### src/rtl/pc_gen_pkg.sv
// Shared encodings for the fetch-address generator: chip enables, stall/branch
// flags and the 2-bit sequencer state.
package pc_gen_pkg;

    localparam logic CHIP_ENABLE  = 1'b1;
    localparam logic CHIP_DISABLE = 1'b0;

    localparam logic STOP         = 1'b1;
    localparam logic NO_STOP      = 1'b0;

    localparam logic BRANCH       = 1'b1;
    localparam logic NOT_BRANCH   = 1'b0;

    localparam logic [1:0] PCG_OFF  = 2'b00;
    localparam logic [1:0] PCG_BOOT = 2'b01;
    localparam logic [1:0] PCG_RUN  = 2'b10;

endpackage

### src/rtl/pc_redirect_buf.sv
// One-entry redirect target buffer: holds a branch target that arrived while
// fetch could not advance.
module pc_redirect_buf #(
    parameter int unsigned ADDR_W = 32
) (
    input  logic              clk,
    input  logic              rst,
    input  logic              capture,
    input  logic              clear,
    input  logic [ADDR_W-1:0] capture_addr,
    output logic              valid,
    output logic [ADDR_W-1:0] addr
);

    // capture and clear are never raised together by pc_gen; capture is
    // checked first so a later branch simply overwrites the entry.
    always_ff @(posedge clk or negedge rst) begin
        if (!rst) begin
            valid <= 1'b0;
            addr  <= '0;
        end else if (capture) begin
            valid <= 1'b1;
            addr  <= capture_addr;
        end else if (clear) begin
            valid <= 1'b0;
        end
    end

endmodule

### src/rtl/pc_gen.sv
// Fetch-address generator: boot sequencing, flush/branch/pending redirect
// priority, sequential advance under stall and memory back-pressure.
module pc_gen
    import pc_gen_pkg::*;
#(
    parameter int unsigned        ADDR_W      = 32,
    parameter logic [ADDR_W-1:0]  RESET_PC    = 32'h0000_0000,
    parameter int unsigned        FETCH_BYTES = 4,
    parameter int unsigned        STALL_W     = 6,
    parameter int unsigned        OFS_W       = $clog2(FETCH_BYTES)
) (
    input  logic               clk,
    input  logic               rst,
    input  logic [STALL_W-1:0] stall,
    input  logic               flush,
    input  logic [ADDR_W-1:0]  new_pc,
    input  logic               branch_flag_i,
    input  logic [ADDR_W-1:0]  branch_target_address_i,
    input  logic               imem_ready,
    output logic [ADDR_W-1:0]  pc,
    output logic               ce,
    output logic               redirect_pending,
    output logic               misalign,
    output logic [ADDR_W-1:0]  misalign_addr
);

    localparam logic [ADDR_W-1:0] STEP       = ADDR_W'(FETCH_BYTES);
    localparam logic [ADDR_W-1:0] ALIGN_MASK = {{(ADDR_W-OFS_W){1'b1}}, {OFS_W{1'b0}}};

    logic [1:0]        state;
    logic              in_run;
    logic              adv;
    logic              apply;
    logic [ADDR_W-1:0] target;
    logic              buf_capture;
    logic [ADDR_W-1:0] buf_addr;
    logic              stall_unused;

    assign stall_unused = ^stall;

    assign in_run = (state == PCG_RUN);
    assign adv    = in_run && (stall[0] == NO_STOP) && imem_ready;

    always_comb begin
        apply  = 1'b0;
        target = new_pc;
        if (flush) begin
            apply  = in_run;
            target = new_pc;
        end else if (adv && (branch_flag_i == BRANCH)) begin
            apply  = 1'b1;
            target = branch_target_address_i;
        end else if (adv && redirect_pending) begin
            apply  = 1'b1;
            target = buf_addr;
        end
    end

    assign buf_capture = in_run && (branch_flag_i == BRANCH) && !adv && !flush;

    pc_redirect_buf #(
        .ADDR_W (ADDR_W)
    ) u_redirect_buf (
        .clk          (clk),
        .rst          (rst),
        .capture      (buf_capture),
        .clear        (apply),
        .capture_addr (branch_target_address_i),
        .valid        (redirect_pending),
        .addr         (buf_addr)
    );

    always_ff @(posedge clk or negedge rst) begin
        if (!rst) begin
            state         <= PCG_OFF;
            pc            <= RESET_PC;
            ce            <= CHIP_DISABLE;
            misalign      <= 1'b0;
            misalign_addr <= '0;
        end else begin
            misalign <= 1'b0;
            case (state)
                PCG_OFF: begin
                    state <= PCG_BOOT;
                    ce    <= CHIP_ENABLE;
                    pc    <= RESET_PC;
                end
                PCG_BOOT: begin
                    state <= PCG_RUN;
                end
                PCG_RUN: begin
                    if (apply) begin
                        pc <= target & ALIGN_MASK;
                        if (target[OFS_W-1:0] != '0) begin
                            misalign      <= 1'b1;
                            misalign_addr <= target;
                        end
                    end else if (adv) begin
                        pc <= pc + STEP;
                    end
                end
                default: begin
                    state <= PCG_OFF;
                    ce    <= CHIP_DISABLE;
                end
            endcase
        end
    end

endmodule

### config.mk
export PLATFORM = sky130hd
export DESIGN_NAME = pc_gen
export DESIGN_NICKNAME = d
export VERILOG_FILES = /design/src/rtl/pc_gen_pkg.sv /design/src/rtl/pc_redirect_buf.sv /design/src/rtl/pc_gen.sv
export SDC_FILE = /design/constraint.sdc
export NUM_CORES = 1
export LEC_CHECK = 0
export BUFFER_PORTS_ARGS = -buffer_cell sky130_fd_sc_hd__buf_2
export CAP_MARGIN = 15
export CORE_AREA = 10 10 133 135
export DETAILED_ROUTE_END_ITERATION = 10
export DIE_AREA = 0 0 143 145
export GPL_ROUTABILITY_DRIVEN = 1
export SLEW_MARGIN = 20
export SYNTH_ARGS = -nofsm -noshare
export SYNTH_HDL_FRONTEND = slang
export SYNTH_SLANG_ARGS = --single-unit
### constraint.sdc
create_clock -name clk -period 2.71 [get_ports clk]
set_clock_uncertainty 0.1 [all_clocks]
set_input_delay 0 -clock clk [delete_from_list [all_inputs] [get_ports clk]]
set_output_delay 0 -clock clk [all_outputs]
set_load 0.03 [all_outputs]
Yosys cells after proc, flatten, opt, wreduce, memory -nomap -nowiden
Cells that the tools add are included.
Operators by class
  add/sub/neg operators: 1
  eq/ne operators: 3
  multiplexer cells: 16
  bitwise gates (word level): 1
  reductions and logical operators: 16
Operator list (count)
  32-bit 2-to-1 mux: 5
  32-bit one-hot mux with 2 select lines: 1
  32-bit by 3-bit adder with 32-bit output (second input constant): 1
  1-bit 2-to-1 mux: 8
  1-bit logical AND: 7
  2-bit one-hot mux with 3 select lines: 1
  2-bit nonzero test: 3
  3-bit by 1-bit inequality test with 1-bit output (second input constant): 1
  3-bit AND reduction: 1
  2-bit by 1-bit == test with 1-bit output (second input constant): 1
  2-bit == test (second input constant): 1
  1-bit zero test: 2
  2-bit zero test: 1
  1-bit one-hot mux with 2 select lines: 1
  2-bit AND reduction: 1
  2-bit OR reduction: 1
  1-bit NOT: 1
Storage, ports and cells
  bits in registers: 101
  bits of input ports: 75
  output and inout bits: 67
  logic and storage cells: 44

Depth between registers and ports, before layout
  depth after elaboration: 11
  depth in mapped cells: 10
  mapped depth without buffers: 7

Modules after synthesis
A second synthesis with hierarchy kept.
Second synthesis, totals
  cell total of the unflattened synthesis: 489
  area total of the unflattened synthesis: 5471.5 sq um
By module, submodules not included
  pc_gen: instances 1, cells each 418, area each 4093.9 sq um, seq. area each 1651.6 sq um
  pc_redirect_buf: instances 1, cells each 71, area each 1377.6 sq um, seq. area each 825.8 sq um

Least setup slack after synthesis
OpenSTA, ideal clock, no wires.
  path type: reg2reg
  start point: register pc[2]
  end point: register pc[30]
  setup time: 0.131 ns
  arrival time: 2.178 ns
  required time: 2.479 ns
  path slack: 0.301 ns
  cell stages (with the launch flop): 8
  buffers on the path: 1
  period minus slack after synthesis: 2.409 ns
  path through: dfrtp_1 > ha_1 > nand3_1 > nor4_1 > buf_2 > nand4_1 > and3_1 > or3_1
Between the ends
  longest elaborated chain between the ends: 4
Ends and longest elaborated chain
  from (decl): RTL line pc_gen.sv:20  | output logic [ADDR_W-1:0] pc,
  from (signal assigned): RTL line pc_gen.sv:93  | pc <= target & ALIGN_MASK;
  from (signal assigned): RTL line pc_gen.sv:99  | pc <= pc + STEP;
  32-bit by 3-bit adder with 32-bit output: RTL line pc_gen.sv:99
  32-bit 2-to-1 mux: RTL line pc_gen.sv:98  | end else if (adv) begin
  32-bit 2-to-1 mux: RTL line pc_gen.sv:92  | if (apply) begin
  32-bit one-hot mux with 2 select lines: RTL line pc_gen.sv:82  | case (state)
No other way between the ends. The select of a mux whose other input is x is not followed.
A chain may end at the register's enable or synchronous reset.

Final worst setup path
  start point: register state[0]
  end point: register pc[22]
Between the ends
  longest elaborated chain between the ends: 9
  elaborated cells on any way between the ends: 17
  classes of those cells: eq/ne (2); mux (8); reduce/logical (7)
Ends and longest elaborated chain
  from (decl): RTL line pc_gen.sv:30  | logic [1:0] state;
  from (signal assigned): RTL line pc_gen.sv:75  | state <= PCG_OFF;
  from (signal assigned): RTL line pc_gen.sv:84  | state <= PCG_BOOT;
  from (signal assigned): RTL line pc_gen.sv:89  | state <= PCG_RUN;
  2-bit == test: RTL line pc_gen.sv:41, pc_gen.sv:82
  1-bit logical AND (2 in a row): RTL line pc_gen.sv:42  | assign adv = in_run && (stall[0] == NO_STOP) && imem_ready;
  1-bit logical AND: RTL line pc_gen.sv:53  | end else if (adv && redirect_pending) begin
  32-bit 2-to-1 mux / 1-bit 2-to-1 mux (equally long branches): RTL line pc_gen.sv:53
  32-bit 2-to-1 mux / 1-bit 2-to-1 mux (equally long branches): RTL line pc_gen.sv:50  | end else if (adv && (branch_flag_i == BRANCH)) begin
  32-bit 2-to-1 mux / 1-bit 2-to-1 mux (equally long branches): RTL line pc_gen.sv:47  | if (flush) begin
  32-bit 2-to-1 mux / 3-bit by 1-bit inequality test with 1-bit output (equally long branches)
  32-bit one-hot mux with 2 select lines / 2-bit AND reduction (equally long branches)
Several ways; a longest one is shown, not always the timed one.

==> flow_metrics.py <==
metrics = {
    "status": {
        "outcome": "finished, final reports clean",
    },
    "sta": {
        "final.setup.tns_ns": 0,
        "tightest_slew_ns": 0.693,
        "slew_viol_final": 0,
        "slew_headroom_pct": 53.8,
        "grt_setup_unrepaired": "false",
        "timing.hold.ws_ns": 0.0348,
        "setup_viol": 0,
        "period_share_pct": 93.6,
        "timing.final.crit_period_ns": 2.54,
        "finalHoldViolCount": 0,
        "fmax_mhz": 394,
    },
    "route": {
        "wirelength_um": 17400,
        "wl_per_cell_um": 20.0,
        "dr_total_vias": 4758,
        "firstDrtPassIters": 8,
        "remaining_drc_errors": 0,
        "via_per_inst": 5.45,
        "first_iter_violations": 655,
        "ant_nets": 0,
    },
    "floorplanning": {
        "rows": 45,
        "design.die.area_um2": 20700,
        "core_area_um2": 15000,
        "die_w_um": 143,
        "initial_core_util_pct": 34.2,
        "die_y_um": 145,
        "io_pins": 142,
    },
    "placement": {
        "io_buffers": 134,
        "dpl.hpwl_um": 12700,
        "gp_congestion": 0.897,
    },
    "power_and_ir_drop": {
        "cell_internal_pwr_mw": 3.08,
        "p_sw_share_pct": 31.7,
        "power_switching_mw": 1.43,
        "peakVddDrop_v": 0.000298,
        "leakage_nw": 3.20,
        "pwr-share-comb_pct": 25.2,
        "pwr-share-clk_pct": 33.0,
        "seqPwrFrac_pct": 41.8,
        "p_per_area_nw_per_um2": 644,
    },
    "worst_setup_path": {
        "end_kind": "register",
        "cp_slowest_cell": "a222oi_1",
        "setup.worst_path.start_class": "register",
        "cp.arrival_ns": 2.66,
        "cpLargestDelayFamily": "simple AND/OR/NAND/NOR gates",
        "worst-path-buf-inv": 1,
        "max_stage_delay_ns": 0.57,
        "cp_max_fo": 9,
        "cp.required_ns": 2.83,
        "crit_type": "register to register",
        "path_cells": "inv_1, ha_1, nand4bb_1, or2_4, a222oi_1, o21ai_0, or3b_1",
    },
    "synthesis": {
        "ys_seq_area_share_pct": 48.2,
        "async_flop_share_pct": 100,
        "synth.cell_area_um2": 5130,
        "syn_avg_cell_area_um2": 10.5,
        "synth_enable_flop_cells": 0,
        "netlist_instances": 487,
        "synthFlopType": "dfrtp_1",
        "yosysUniqueCellTypes": 55,
        "yosysWarningCount": 0,
        "synth-seq-cells": 99,
    },
    "clocking": {
        "clkLatencyLatePin_ns": 0.34,
        "cts_root_buffer": "clkbuf_16",
        "cts_made_buffers": 9,
        "cts_sinks": 99,
        "clk_pin_slew_worst_paths_ns": 0.07,
        "h-tree-depth": 3,
        "cts_tree": "done",
        "clockBufferDepth": 2,
    },
    "global_routing": {
        "grt_overflow": 0,
        "grt_pass1_wl_um": 26900,
        "grt_pass1_vias": 4837,
        "grt_max_degree": 52,
        "grt_usage_pct": 16.3,
        "antenna_found_initial": 3,
    },
    "cells_and_area": {
        "drive_gt1_share_pct": 34.9,
        "synthToLayoutAreaGrowth_pct": 36.6,
        "seqCellArea_um2": 2480,
        "layout.nets": 756,
        "multi_input_area_um2": 2450,
        "fill_cells": 1393,
    },
    "worst_hold_path": {
        "hold_path_class": "input pin to register",
    },
    "job": {
        "cap_violations": 0,
    },
}
-- repair_timing --
action	4_1_cts	5_1_grt
endpoints found under the setup margin	0	4
hold buffers	47	0
gates resized for setup	0	1
endpoints found under the hold margin	103	0
setup buffers	0	0
-- power by group through the flow --
stage	registers, mW	clock network [mW]	logic (mW)
3_3_place_gp	1.90	0	1.08
4_1_cts	1.88	1.52	1.15
6_report	1.89	1.49	1.14
5_1_grt	1.92	1.59	1.22
2_1_floorplan	2.16	0	0.399
3_5_place_dp	1.91	0	1.09
-- worst min-delay path, cell delays in order --
cell and delay (ns):
buf_2 0.09, o221a_2 0.21, mux2_4 0.14
-- metrics by stage --
step | worst slack [ns] | total power, mW | utilization, % | cells | instance area [µm²]
5_1_grt | 0.0276 | 4.73 | 46.7 | 873 | 7020
4_1_cts | 0.138 | 4.55 | 46.6 | 870 | 7010
3_3_place_gp | 0.236 | 2.98 | 41.1 | 807 | 6180
2_1_floorplan | 0.301 | 2.56 | - | 488 | 5140
6_report | 0.174 | 4.51 | 46.7 | 873 | 7020
3_5_place_dp | 0.194 | 3.00 | 41.1 | 807 | 6180
-- worst paths after layout --
check                                 start  cells past startpoint                       to  slack [ns]
max                                state[0]                      7                   pc[22]        0.17
min                               new_pc[9]                      3         misalign_addr[9]        0.03
max reg2reg                        state[0]                      7                   pc[22]        0.17
min reg2reg                misalign_addr[7]                      1         misalign_addr[7]        0.39
max in group asynchronous               rst                      3        misalign_addr[13]        1.64
min in group asynchronous               rst                      2  u_redirect_buf.addr[20]        0.14
-- metal layers --
layer / routed length [µm] / GRT usage (%)
met1: 7570 / 21.8
met5: 0 / 0
met4: 453 / 6.35
met3: 1020 / 3.03
met2: 8370 / 25.3
-- Yosys cell counts, drive strengths merged (3+ instances only) --
master / instances / area, µm²
a21oi: 13 / 68.8
a221o: 5 / 50.1
a222oi: 11 / 110
a22oi: 3 / 22.5
a31oi: 4 / 25.0
and3: 11 / 68.8
buf: 12 / 68.8
clkbuf: 20 / 75.1
dfrtp: 99 / 2480
ha: 4 / 50.1
inv: 25 / 93.8
mux2: 46 / 552
mux2i: 22 / 220
nand2: 27 / 101
nand2b: 4 / 25.0
nand3: 21 / 105
nand4: 11 / 68.8
nor2: 23 / 86.3
nor3: 10 / 50.1
nor3b: 3 / 27.5
nor4: 5 / 31.3
o211ai: 7 / 52.6
o21ai: 33 / 165
o221a: 4 / 45.0
o221ai: 8 / 82.6
o22a: 7 / 61.3
o22ai: 9 / 56.3
or3: 13 / 81.3
or3b: 3 / 26.3
-- registers in the layout (all words and copies together), names as in the netlist --
register and flops:
ce 1, state 2, u_redirect_buf.addr 32, misalign 1
pc 30, u_redirect_buf.valid 1, misalign_addr 32
-- layout make-up --
class                   instances  share of cell area (%)
well taps                     188                    3.35
repair buffers                210                    19.9
inverters                      25                    1.34
multi-input cells             332                    34.9
flip-flops and latches         99                    35.3
clock buffers                  10                    3.41
diodes                          3                   0.107
clock inverters                 6                    1.61
-- kinds of logic after synthesis --
| family | Yosys count | share of synthesized area [%] |
|---|---|---|
| compound gates | 116 | 16.3 |
| fa+ha+maj | 4 | 0.975 |
| buf+inv | 57 | 4.63 |
| flops | 99 | 48.2 |
| mux | 68 | 15.0 |
| other cells | 1 | 0.0730 |
| simple gates | 142 | 14.7 |
-- placed cells by master, fill, tap and decap left out, drive strengths merged, types with 5 or more instances in the layout --
master / n
o211ai: 7
mux2: 46
mux2i: 22
and3: 11
o22a: 7
a221o: 5
dfrtp: 99
inv: 25
nor2: 23
o21ai: 33
a222oi: 11
nand4: 11
dlygate4sd3: 47
nand2: 27
nor3: 10
o221ai: 8
a21oi: 13
o22ai: 9
clkbuf: 10
nand3: 21
nor4: 5
or3: 13
buf: 163
(Power assumes the default switching activity.)
